**src/rtl/muldiv_if.sv**
```systemverilog
// Handshake and data bundle between the control/register-file side and the
// iterative multiply/divide unit.
interface muldiv_if #(
  parameter int WIDTH = 32
);
  logic             start;
  logic [1:0]       op;
  logic [WIDTH-1:0] data_a;
  logic [WIDTH-1:0] data_b;
  logic             hi_write;
  logic             lo_write;
  logic             busy;
  logic             done;
  logic [WIDTH-1:0] hi;
  logic [WIDTH-1:0] lo;

  modport master (
    output start, op, data_a, data_b, hi_write, lo_write,
    input  busy, done, hi, lo
  );

  modport slave (
    input  start, op, data_a, data_b, hi_write, lo_write,
    output busy, done, hi, lo
  );
endinterface

```
**src/rtl/muldiv_unit.sv**
```systemverilog
// Iterative MULT/MULTU/DIV/DIVU unit with its own HI/LO pair: one result bit
// per cycle on operand magnitudes, sign fix-up in a final cycle.
module muldiv_unit #(
  parameter int WIDTH = 32
) (
  input logic     clk,
  input logic     reset,
  muldiv_if.slave bus
);
  localparam int CW = $clog2(WIDTH);

  typedef enum logic [1:0] {IDLE, RUN, FIX} state_e;

  state_e             state_q, state_d;
  logic [1:0]         op_q, op_d;
  logic [WIDTH-1:0]   a_mag_q, a_mag_d;
  logic [WIDTH-1:0]   b_mag_q, b_mag_d;
  logic               neg_q_q, neg_q_d;
  logic               neg_r_q, neg_r_d;
  logic               bzero_q, bzero_d;
  logic [CW-1:0]      cnt_q, cnt_d;
  logic [2*WIDTH-1:0] prod_q, prod_d;
  logic [WIDTH-1:0]   rem_q, rem_d;
  logic [WIDTH-1:0]   quo_q, quo_d;
  logic [WIDTH-1:0]   hi_q, hi_d;
  logic [WIDTH-1:0]   lo_q, lo_d;
  logic               done_q, done_d;

  logic               is_signed, a_neg, b_neg;
  logic [WIDTH-1:0]   in_a_mag, in_b_mag;
  logic [WIDTH:0]     mul_sum, div_shift, div_diff;
  logic [2*WIDTH-1:0] prod_fix;
  logic [WIDTH-1:0]   quo_fix, rem_fix;

  assign is_signed = ~bus.op[0];
  assign a_neg     = is_signed & bus.data_a[WIDTH-1];
  assign b_neg     = is_signed & bus.data_b[WIDTH-1];
  assign in_a_mag  = a_neg ? -bus.data_a : bus.data_a;
  assign in_b_mag  = b_neg ? -bus.data_b : bus.data_b;

  // Multiply: add the multiplicand into the upper half when the current LSB
  // is set, then shift the whole product right; carry lands in bit 2W-1.
  assign mul_sum   = {1'b0, prod_q[2*WIDTH-1:WIDTH]} +
                     (prod_q[0] ? {1'b0, a_mag_q} : '0);

  // Restoring divide: the WIDTH+1-bit partial remainder is the stored
  // remainder shifted left with the next dividend bit brought in.
  assign div_shift = {rem_q, quo_q[WIDTH-1]};
  assign div_diff  = div_shift - {1'b0, b_mag_q};

  // Divide-by-zero keeps the raw all-ones quotient; the remainder fix-up
  // still restores the dividend so hi reads back data_a.
  assign prod_fix  = neg_q_q ? -prod_q : prod_q;
  assign quo_fix   = (neg_q_q && !bzero_q) ? -quo_q : quo_q;
  assign rem_fix   = neg_r_q ? -rem_q : rem_q;

  always_comb begin
    // NOTE: every next-state signal gets its hold value first so no path
    // through the case statement can infer a latch.
    state_d = state_q;
    op_d    = op_q;
    a_mag_d = a_mag_q;
    b_mag_d = b_mag_q;
    neg_q_d = neg_q_q;
    neg_r_d = neg_r_q;
    bzero_d = bzero_q;
    cnt_d   = cnt_q;
    prod_d  = prod_q;
    rem_d   = rem_q;
    quo_d   = quo_q;
    hi_d    = hi_q;
    lo_d    = lo_q;
    done_d  = 1'b0;

    unique case (state_q)
      IDLE: begin
        if (bus.start) begin
          state_d = RUN;
          op_d    = bus.op;
          a_mag_d = in_a_mag;
          b_mag_d = in_b_mag;
          neg_q_d = a_neg ^ b_neg;
          neg_r_d = a_neg;
          bzero_d = (bus.data_b == '0);
          cnt_d   = '0;
          prod_d  = {{WIDTH{1'b0}}, in_b_mag};
          rem_d   = '0;
          quo_d   = in_a_mag;
        end else begin
          if (bus.hi_write) hi_d = bus.data_a;
          if (bus.lo_write) lo_d = bus.data_a;
        end
      end
      RUN: begin
        cnt_d = cnt_q + CW'(1);
        if (!op_q[1]) begin
          prod_d = {mul_sum, prod_q[WIDTH-1:1]};
        end else begin
          rem_d = div_diff[WIDTH] ? div_shift[WIDTH-1:0] : div_diff[WIDTH-1:0];
          quo_d = {quo_q[WIDTH-2:0], ~div_diff[WIDTH]};
        end
        if (cnt_q == CW'(WIDTH - 1)) state_d = FIX;
      end
      FIX: begin
        state_d = IDLE;
        done_d  = 1'b1;
        if (!op_q[1]) begin
          hi_d = prod_fix[2*WIDTH-1:WIDTH];
          lo_d = prod_fix[WIDTH-1:0];
        end else begin
          hi_d = rem_fix;
          lo_d = quo_fix;
        end
      end
      default: state_d = IDLE;
    endcase
  end

  // NOTE: state registers use non-blocking assignments so every register
  // samples the pre-edge value of every other register.
  always_ff @(posedge clk or posedge reset) begin
    if (reset) begin
      state_q <= IDLE;
      op_q    <= '0;
      a_mag_q <= '0;
      b_mag_q <= '0;
      neg_q_q <= 1'b0;
      neg_r_q <= 1'b0;
      bzero_q <= 1'b0;
      cnt_q   <= '0;
      prod_q  <= '0;
      rem_q   <= '0;
      quo_q   <= '0;
      hi_q    <= '0;
      lo_q    <= '0;
      done_q  <= 1'b0;
    end else begin
      state_q <= state_d;
      op_q    <= op_d;
      a_mag_q <= a_mag_d;
      b_mag_q <= b_mag_d;
      neg_q_q <= neg_q_d;
      neg_r_q <= neg_r_d;
      bzero_q <= bzero_d;
      cnt_q   <= cnt_d;
      prod_q  <= prod_d;
      rem_q   <= rem_d;
      quo_q   <= quo_d;
      hi_q    <= hi_d;
      lo_q    <= lo_d;
      done_q  <= done_d;
    end
  end

  assign bus.busy = (state_q != IDLE);
  assign bus.done = done_q;
  assign bus.hi   = hi_q;
  assign bus.lo   = lo_q;
endmodule

```
**src/flat_wrapper.sv**
```systemverilog
// flat-port wrapper written by rule: the top's interface ports become plain ports
module muldiv_unit_flat 
#(
  parameter int WIDTH = 32
)
  (clk, reset, bus_start, bus_op, bus_data_a, bus_data_b, bus_hi_write, bus_lo_write, bus_busy, bus_done, bus_hi, bus_lo);
  muldiv_if #(.WIDTH(WIDTH)) bus_i ();
  input logic clk;
  input logic reset;
  input wire logic [$bits(bus_i.start)-1:0] bus_start;
  input wire logic [$bits(bus_i.op)-1:0] bus_op;
  input wire logic [$bits(bus_i.data_a)-1:0] bus_data_a;
  input wire logic [$bits(bus_i.data_b)-1:0] bus_data_b;
  input wire logic [$bits(bus_i.hi_write)-1:0] bus_hi_write;
  input wire logic [$bits(bus_i.lo_write)-1:0] bus_lo_write;
  output wire logic [$bits(bus_i.busy)-1:0] bus_busy;
  output wire logic [$bits(bus_i.done)-1:0] bus_done;
  output wire logic [$bits(bus_i.hi)-1:0] bus_hi;
  output wire logic [$bits(bus_i.lo)-1:0] bus_lo;
  assign bus_i.start = bus_start;
  assign bus_i.op = bus_op;
  assign bus_i.data_a = bus_data_a;
  assign bus_i.data_b = bus_data_b;
  assign bus_i.hi_write = bus_hi_write;
  assign bus_i.lo_write = bus_lo_write;
  assign bus_busy = bus_i.busy;
  assign bus_done = bus_i.done;
  assign bus_hi = bus_i.hi;
  assign bus_lo = bus_i.lo;
  muldiv_unit #(.WIDTH(WIDTH)) u_core (.clk(clk), .reset(reset), .bus(bus_i));
endmodule
```
**config.mk**
```make
export PLATFORM = sky130hd
export DESIGN_NAME = muldiv_unit_flat
export DESIGN_NICKNAME = d
export VERILOG_FILES = /design/src/rtl/muldiv_if.sv /design/src/rtl/muldiv_unit.sv /design/src/flat_wrapper.sv
export SDC_FILE = /design/constraint.sdc
export NUM_CORES = 1
export LEC_CHECK = 0
export CELL_PAD_IN_SITES_DETAIL_PLACEMENT = 1
export CELL_PAD_IN_SITES_GLOBAL_PLACEMENT = 2
export CORE_AREA = 2 2 230 232
export CTS_BUF_LIST = sky130_fd_sc_hd__clkbuf_4
export DETAILED_ROUTE_END_ITERATION = 10
export DIE_AREA = 0 0 232 234
export PLACE_DENSITY_LB_ADDON = 0.15
export REMOVE_ABC_BUFFERS = 1
export SYNTH_ARGS = -nofsm -noshare
export SYNTH_HDL_FRONTEND = slang
export SYNTH_SLANG_ARGS = --single-unit
```
**constraint.sdc**
```tcl
create_clock -name clk -period 12.05 [get_ports clk]
set_input_delay 1.8075 -clock clk [delete_from_list [all_inputs] [get_ports clk]]
set_output_delay 1.8075 -clock clk [all_outputs]
set_load 0.02 [all_outputs]
```
==> results.md, run 1 <==
* Outcome: completed
* Post-CTS setup buffer count at 0
* Core Box Area at between 0.05 and 0.06 sq mm
* Skew-Pair Late Insertion Delay at 0.84 ns
* Global Route Usage Sum at around a quarter
* Share of the synthesized area in the top cell type at ~35%
* Die Width at 232 um
* Endpoints failing hold at 0
* Internal power at roughly 3.4 mW
* Area taken by multi-input logic gates at between 0.01 and 0.015 sq mm
* Ys async rst share at 100%
* PD cells at about 300 mW/mm^2
* Routed length per instance at between 20 and 25 um
* Gpl congestion at 0.866
* Critical path buffers and inverters at 1
* Leakage at just under 9 nW
* R2R Setup Slk at between 7 and 8 ns
* H-tree levels at 3
* Clk pwr share at a little over an eighth
* Avg Cell Area, Syn at about 8 sq um
* Hold Crit Endpoint: u_core.a_mag_q[13]
* Most frequent cells after synthesis: o21ai_0 (317), nand2_1 (297), dfrtp_1 (268)
* Final Power at between 6 and 7 mW
* Maximum fanout along the worst path at 35
* Max_slew headroom at ~17%
* CP top delay family: compound AO/OA/AOI/OAI gates
* Yosys cell types at between 70 and 80
* Worst path most repeated cell: o21ai_0
* Total congestion overflow at 0
* Initial core utilization at between 30 and 40%
* TritonRoute pass-1 iters at 5
* Antenna violations before repair at 3
* Max-slew violation count at 0
* Vias in the first global route at ~18k
* Part of the power in combinational logic at 58.9%
* Die height at 234 um
* CTS sink count at around 270
* Mapped Cells at 2301
* Worst EP arrival at ~5.4 ns
* Total Routed Length at about 71 mm
* Slowest stage delay, CP at 1.10 ns
* Fraction of layout cells with a size suffix above 1 at under 10%
* Upper clock frequency limit at between 200 and 250 MHz
* Die ar. at 0.0543 sq mm
* Post-synth top flop: dfrtp_1
* Via count at between 15k and 20k
* EDFF count, synth at 0
* Setup_tns at 0 ns
* CP required at roughly 13 ns
* Tcrit/Tclk final at 38.4%
* Final setup fails at 0
* RSZ-0062 raised after global routing: no
* Max Cap Viol at 0
* Top-count cell post-synth: o21ai_0
* CTS resizes at 0
* FF-to-FF Start: u_core.prod_q[0]
* Hold WC Path Type: reg2reg
* Mapped Area at about 0.019 sq mm
* Nature of the critical path endpoint: flip-flop
* Worst setup SP type: flip-flop
* Initial DRC Count at around 1.1k
* First-pass GRT wire length at roughly 110 mm
* CTS tree: done
* Worst slew pin tran at approximately 1.2 ns
* Dpl cell area at ~0.021 sq mm
* # DRC at 0
* I/O pins at about 140
* Row Count at 84
* P&R area growth vs syn at 15.9%
* Cell area after layout at 0.0219 sq mm
* HP Start: u_core.a_mag_q[13]
* Reg area at about 0.0067 sq mm
* Top post-synthesis cells by area: dfrtp_1 (35%), o21ai_0 (8.4%), nand2_1 (5.9%), xnor2_1 (5.8%), a21oi_1 (4.7%)
* Final net count at around 2.6k
* DPL Wire Length at between 50 and 60 mm
* Ys Warns at 0
* WHS at between 0.4 and 0.5 ns
* CTS Root Cell: clkbuf_4
* CTS Buffer Depth at 3
* Sw frac at about 50%
* Via density at roughly 5.6
* CTS buffer count at 83
* # fillers at around 6.2k
* Post-cts hold buffer count at 0
* Seq/Total Area, Yosys at a little over a third
* Largest net degree at the start of global routing at just over 80
* Worst reg-to-reg path cell count at 13
* Post-DRT Antenna Nets at 0
* Worst Setup Path Type: reg2reg
* Cell Chain, Critical Path: and2_1, ha_1, inv_1, fa_1, nand2b_1, a21oi_1, o211ai_1, a31oi_1, a31oi_1, o21ai_0, o21ai_0, xor2_1, o21ai_0
* Worst hold path depth at 2
* Number of port buffers at approximately 140
* Layout Skew at approximately 0.065 ns
* Area leader, netlist: dfrtp_1
* Layout Utilization at 42.1%
* Min cycle time layout at 4.62 ns
* Crit path max-delay cell type: dfrtp_1
* Flop pwr share at between 20% and 30%
* Number of synthesized register bits at 268
* VDD IR max at 0.131 mV
* Reg-to-reg endpoint: u_core.prod_q[61]
* Psw at ~3.4 mW
* Reg clk slew, reported paths at about 0.06 ns
state kept, by name, indices dropped and copies added (netlist names), 2 cells and up:
name / cells
u_core.prod_q: 64
u_core.a_mag_q: 32
u_core.b_mag_q: 32
u_core.bus.hi: 32
u_core.bus.lo: 32
u_core.quo_q: 32
u_core.rem_q: 32
u_core.cnt_q: 5
u_core.state_q: 2
kinds of logic after synthesis:
kind of cell    Yosys count  share of synthesized area, %
compound gates          759                          24.1
xor+xnor                222                          10.3
fa+ha+maj                73                          4.91
buf+inv                 203                          4.06
flops                   268                          35.5
mux                      57                          3.02
simple gates            719                          18.1
layout by cell type, fill, tap and decap left out, drive strengths merged, types with 20 or more instances in the layout:
cell,Yosys,final
nand2,297,297
xnor2,125,125
nand3,44,44
clkbuf,110,115
clkdlybuf4s50,0,136
mux2i,56,56
clkinv,1,20
dfrtp,268,268
nor3,32,32
ha,71,71
inv,74,78
a21o,25,25
o41ai,22,22
o211ai,39,39
o31ai,44,44
a21oi,179,179
o21ai,322,322
nand2b,25,25
or4,21,21
buf,18,28
or3,26,26
a211oi,22,22
xor2,97,97
nor2,153,153
and2,41,41
stage by stage:
step | cells | setup WS [ns]
3_3_place_gp | 3025 | 6.94
5_1_grt | 3169 | 7.10
2_1_floorplan | 2173 | 2.86
4_1_cts | 3166 | 7.43
3_5_place_dp | 3025 | 6.90
6_report | 3170 | 7.43
metal layers:
layer	GRT usage (%)	vias up	share of wire, %
met1	34.8	8823	45
met3	4.63	118	4.6
met2	43.3	392	47
met5	0	-	0
li1	-	8495	-
met4	9.29	0	3.2
power groups by stage:
stage / registers (mW) / clock network [mW] / logic [mW]
CTS: 1.87 / 0.943 / 3.99
global route: 1.93 / 0.990 / 4.45
global placement: 1.86 / 0 / 3.87
finish: 1.87 / 0.909 / 3.97
floorplan: 1.83 / 0 / 2.64
detailed placement: 1.88 / 0 / 3.97
how the worst max path moves through the flow:
stage,from,end,slack [ns],depth (start not counted)
after floorplan,reset,u_core.a_mag_q[0],2.86,1
after global placement,bus_data_b[4],u_core.prod_q[27],6.94,10
after detailed placement,bus_data_b[4],u_core.prod_q[27],6.90,10
after CTS,u_core.prod_q[0],u_core.prod_q[61],7.43,13
after global routing,u_core.prod_q[0],u_core.prod_q[61],7.10,13
final,u_core.prod_q[0],u_core.prod_q[61],7.43,13
layout make-up:
class	count	area share, %
clock inverter	26	0.622
antenna	4	0.0457
timing repair buffer	164	7.17
tap	688	3.93
multi-input combinational	1830	52.3
clock buffer	115	3.94
sequential	268	30.6
inverter	75	1.32
worst reg2reg max path, stage by stage, from the launching register on:
cell	delay (ns)
dfrtp_1	1.10
and2_1	0.30
ha_1	0.21
inv_1	0.07
fa_1	0.41
nand2b_1	0.19
a21oi_1	0.35
o211ai_1	0.22
a31oi_1	0.56
a31oi_1	0.25
o21ai_0	0.39
o21ai_0	0.18
xor2_1	0.16
o21ai_0	0.15
Note: power is estimated with default switching activity, not from simulation.
==> run 2: changes to the inputs <==
--- a/config.mk
+++ b/config.mk
@@ -7,10 +7,10 @@
 export LEC_CHECK = 0
 export CELL_PAD_IN_SITES_DETAIL_PLACEMENT = 1
 export CELL_PAD_IN_SITES_GLOBAL_PLACEMENT = 2
-export CORE_AREA = 2 2 230 232
+export CORE_AREA = 2 2 239 241
 export CTS_BUF_LIST = sky130_fd_sc_hd__clkbuf_4
 export DETAILED_ROUTE_END_ITERATION = 10
-export DIE_AREA = 0 0 232 234
+export DIE_AREA = 0 0 241 243
 export PLACE_DENSITY_LB_ADDON = 0.15
 export REMOVE_ABC_BUFFERS = 1
 export SYNTH_ARGS = -nofsm -noshare
==> constraint.sdc (replaced) <==
create_clock -name clk -period 4.2 [get_ports clk]
set_input_delay 0.63 -clock clk [delete_from_list [all_inputs] [get_ports clk]]
set_output_delay 0.63 -clock clk [all_outputs]
set_load 0.02 [all_outputs]
==> run 2 against run 1 <==
  * Utilization decreased by 2.4 points
  * Setup slack lost 7.1 ns
  * Sequential cell count did not move
  * Die area up 7.9%
  * Global-route usage fell by 1.4 points
  * Via count grew 0.54%
  * Maximum frequency up 20%
  * Clock skew rose by 0.00079 ns
  * Critical endpoint is now u_core.prod_q[60]
  * Largest cell class unchanged
  * Largest power group unchanged
==> results.md, run 2 (synthesis gave the netlist of run 1 again) <==
* Routed length per instance at about 22 um
* PD cells at 880 mW/mm^2
* Post-route non-filler standard cell count at approximately 3.3k
* Worst path most repeated cell: o21ai_0
* CTS buffer count at 84
* Post-CTS setup buffer count at 0
* Die Width at between 200 and 250 um
* Vias in the first global route at 18.4k
* Cell Chain, Critical Path: buf_4, and2_1, ha_1, a21oi_1, o21ai_0, a2111oi_0, a21oi_1, a31oi_1, o21ai_0, o21ai_0, mux2i_1, nand2_1
* Final setup fails at 0
* Via density at around 5.5
* Worst EP arrival at between 4 and 5 ns
* Initial core utilization at ~34%
* Critical path launch point: u_core.prod_q[0]
* TritonRoute pass-1 iters at 5
* Leakage at 8.91 nW
* GR peak layer: met2
* FF-to-FF Start: u_core.prod_q[0]
* Reg clk slew, reported paths at ~0.07 ns
* Worst slew pin tran at about 1.1 ns
* Max-slew violation count at 0
* Row Count at between 80 and 90
* Antenna violations before repair at 1
* Met3 Resource Use GR at about 3.7%
* P&R area growth vs syn at 17.6%
* Met2 Track Usage GR at about two fifths
* Worst setup endpoint: u_core.prod_q[60]
* CP top delay family: compound AO/OA/AOI/OAI gates
* I/O pins at around 140
* Gpl congestion at 0.901
* Max_slew headroom at ~29%
* Layout Utilization at slightly below 40%
* Most frequent cells in the layout: o21ai_0 (317), nand2_1 (295), dfrtp_1 (266), a21oi_1 (179), nor2_1 (150)
* Total Routed Length at between 70 and 80 mm
* Min cycle time layout at between 3 and 4 ns
* Critical path buffers and inverters at 1
* DPL Wire Length at approximately 55 mm
* Hold WC Path Type: in2async
* CTS Buffer Depth at 3
* Die height at 243 um
* First-pass GRT wire length at 112 mm
* Outcome: completed
* Largest Register: u_core.prod_q
* Tcrit/Tclk final at 91.3%
* Post-cts hold buffer count at 0
* Final Power at about 20 mW
* Layout Skew at about 0.065 ns
* Skew-Pair Late Insertion Delay at 0.84 ns
* Core Box Area at approximately 0.056 sq mm
* Number of port buffers at 136
* H-tree levels at 3
* CTS resizes at 0
* Worst reg-to-reg path cell count at 12
* Worst Setup Path Type: reg2reg
* CTS sink count at between 200 and 300
* Total congestion overflow at 0
* # DRC at 0
* R2R Setup Slk at roughly 0.36 ns
* VDD IR max at around 0.38 mV
* Via count at ~18k
* Max Cap Viol at 0
* Upper clock frequency limit at 261 MHz
* Post-DRT Antenna Nets at 0
* Max reg flops at 64
* Global Route Usage Sum at about a quarter
* Crit path depth at 12
* CP required at 4.92 ns
* Met1 Resource Use GR at 33.5%
* Dpl cell area at ~0.021 sq mm
* CTS Root Cell: clkbuf_4
* RSZ-0062 raised after global routing: no
* Initial DRC Count at roughly 950
* Maximum fanout along the worst path at 34
* Reg-to-reg endpoint: u_core.prod_q[60]
* Fraction of layout cells with a size suffix above 1 at 9.06%
* Final net count at between 2k and 3k
* Cell area after layout at 0.0222 sq mm
* Nature of the critical path endpoint: flip-flop
* Largest net degree at the start of global routing at 88
* Crit path max-delay cell type: a2111oi_0
* CTS tree: done
* # fillers at 6753
* Inst Count DP at approximately 3.1k
* Worst setup SP type: flip-flop
* Die ar. at approximately 0.059 sq mm
* Slowest stage delay, CP at around 0.53 ns
* Endpoints failing hold at 0
* Most common cell after layout, fill and taps aside: o21ai_0
## run 2: cell count changes in the layout (fill, tap and decap cells not counted), moves of 2 or more
cell / previous run / this run
buf_4: 28 / 49
buf_12: 0 / 3
diode_2: 4 / 1
clkinv_2: 0 / 7
clkinv_1: 19 / 17
clkinvlp_4: 2 / 0
## run 2: where the power goes
group	leakage [nW]	internal, mW	switching (mW)
Combinational	5.19	4.71	6.83
Sequential	3.10	3.80	1.55
Clock	0.624	1.38	1.32
Total	8.91	9.88	9.69
## run 2: worst min path at each step
| stage | from | slack, ns | endpoint | depth (start not counted) |
|---|---|---|---|---|
| 4_1_cts | reset | 0.28 | u_core.a_mag_q[8] | 2 |
| 2_1_floorplan | u_core.a_mag_q[0] | 0.44 | u_core.a_mag_q[0] | 2 |
| 3_3_place_gp | u_core.a_mag_q[0] | 0.45 | u_core.a_mag_q[0] | 2 |
| 6_report | reset | 0.30 | u_core.a_mag_q[8] | 2 |
| 3_5_place_dp | u_core.a_mag_q[11] | 0.47 | u_core.a_mag_q[11] | 2 |
| 5_1_grt | reset | 0.36 | u_core.a_mag_q[8] | 2 |
## run 2: cell type report
type	instances	area, sq um	share of cell area (%)
Antenna cell	1	2.50	0.0113
Timing Repair Buffer	188	1790	8.05
Sequential cell	268	6710	30.2
Inverter	75	289	1.30
Clock inverter	30	174	0.782
Multi-Input combinational cell	1830	11500	51.6
Tap cell	756	946	4.25
Clock buffer	114	856	3.85
## run 2: layer usage
layer  wire length (um)  vias to the layer above  share of wire, %
li1                   -                     8552                 -
met1              33800                     8911                46
met2              34300                      350                47
met3               2760                      112               3.8
met4               2450                        0               3.3
met5                  0                        -                 0
## run 2: metrics by stage
stage | setup slack (ns) | setup TNS (ns) | hold slack [ns]
6_report | 0.364 | 0 | 0.300
5_1_grt | 0.0267 | 0 | 0.357
4_1_cts | 0.448 | 0 | 0.280
3_5_place_dp | 0.280 | 0 | 0.466
3_3_place_gp | 0.372 | 0 | 0.454
2_1_floorplan | -3.81 | -1034.19 | 0.442
## run 2: worst register-to-register path, cell delays in order (launching register included)
cell       delay [ns]
dfrtp_1          0.37
buf_4            0.24
and2_1           0.21
ha_1             0.33
a21oi_1          0.21
o21ai_0          0.22
a2111oi_0        0.53
a21oi_1          0.31
a31oi_1          0.49
o21ai_0          0.26
o21ai_0          0.28
mux2i_1          0.22
nand2_1          0.06
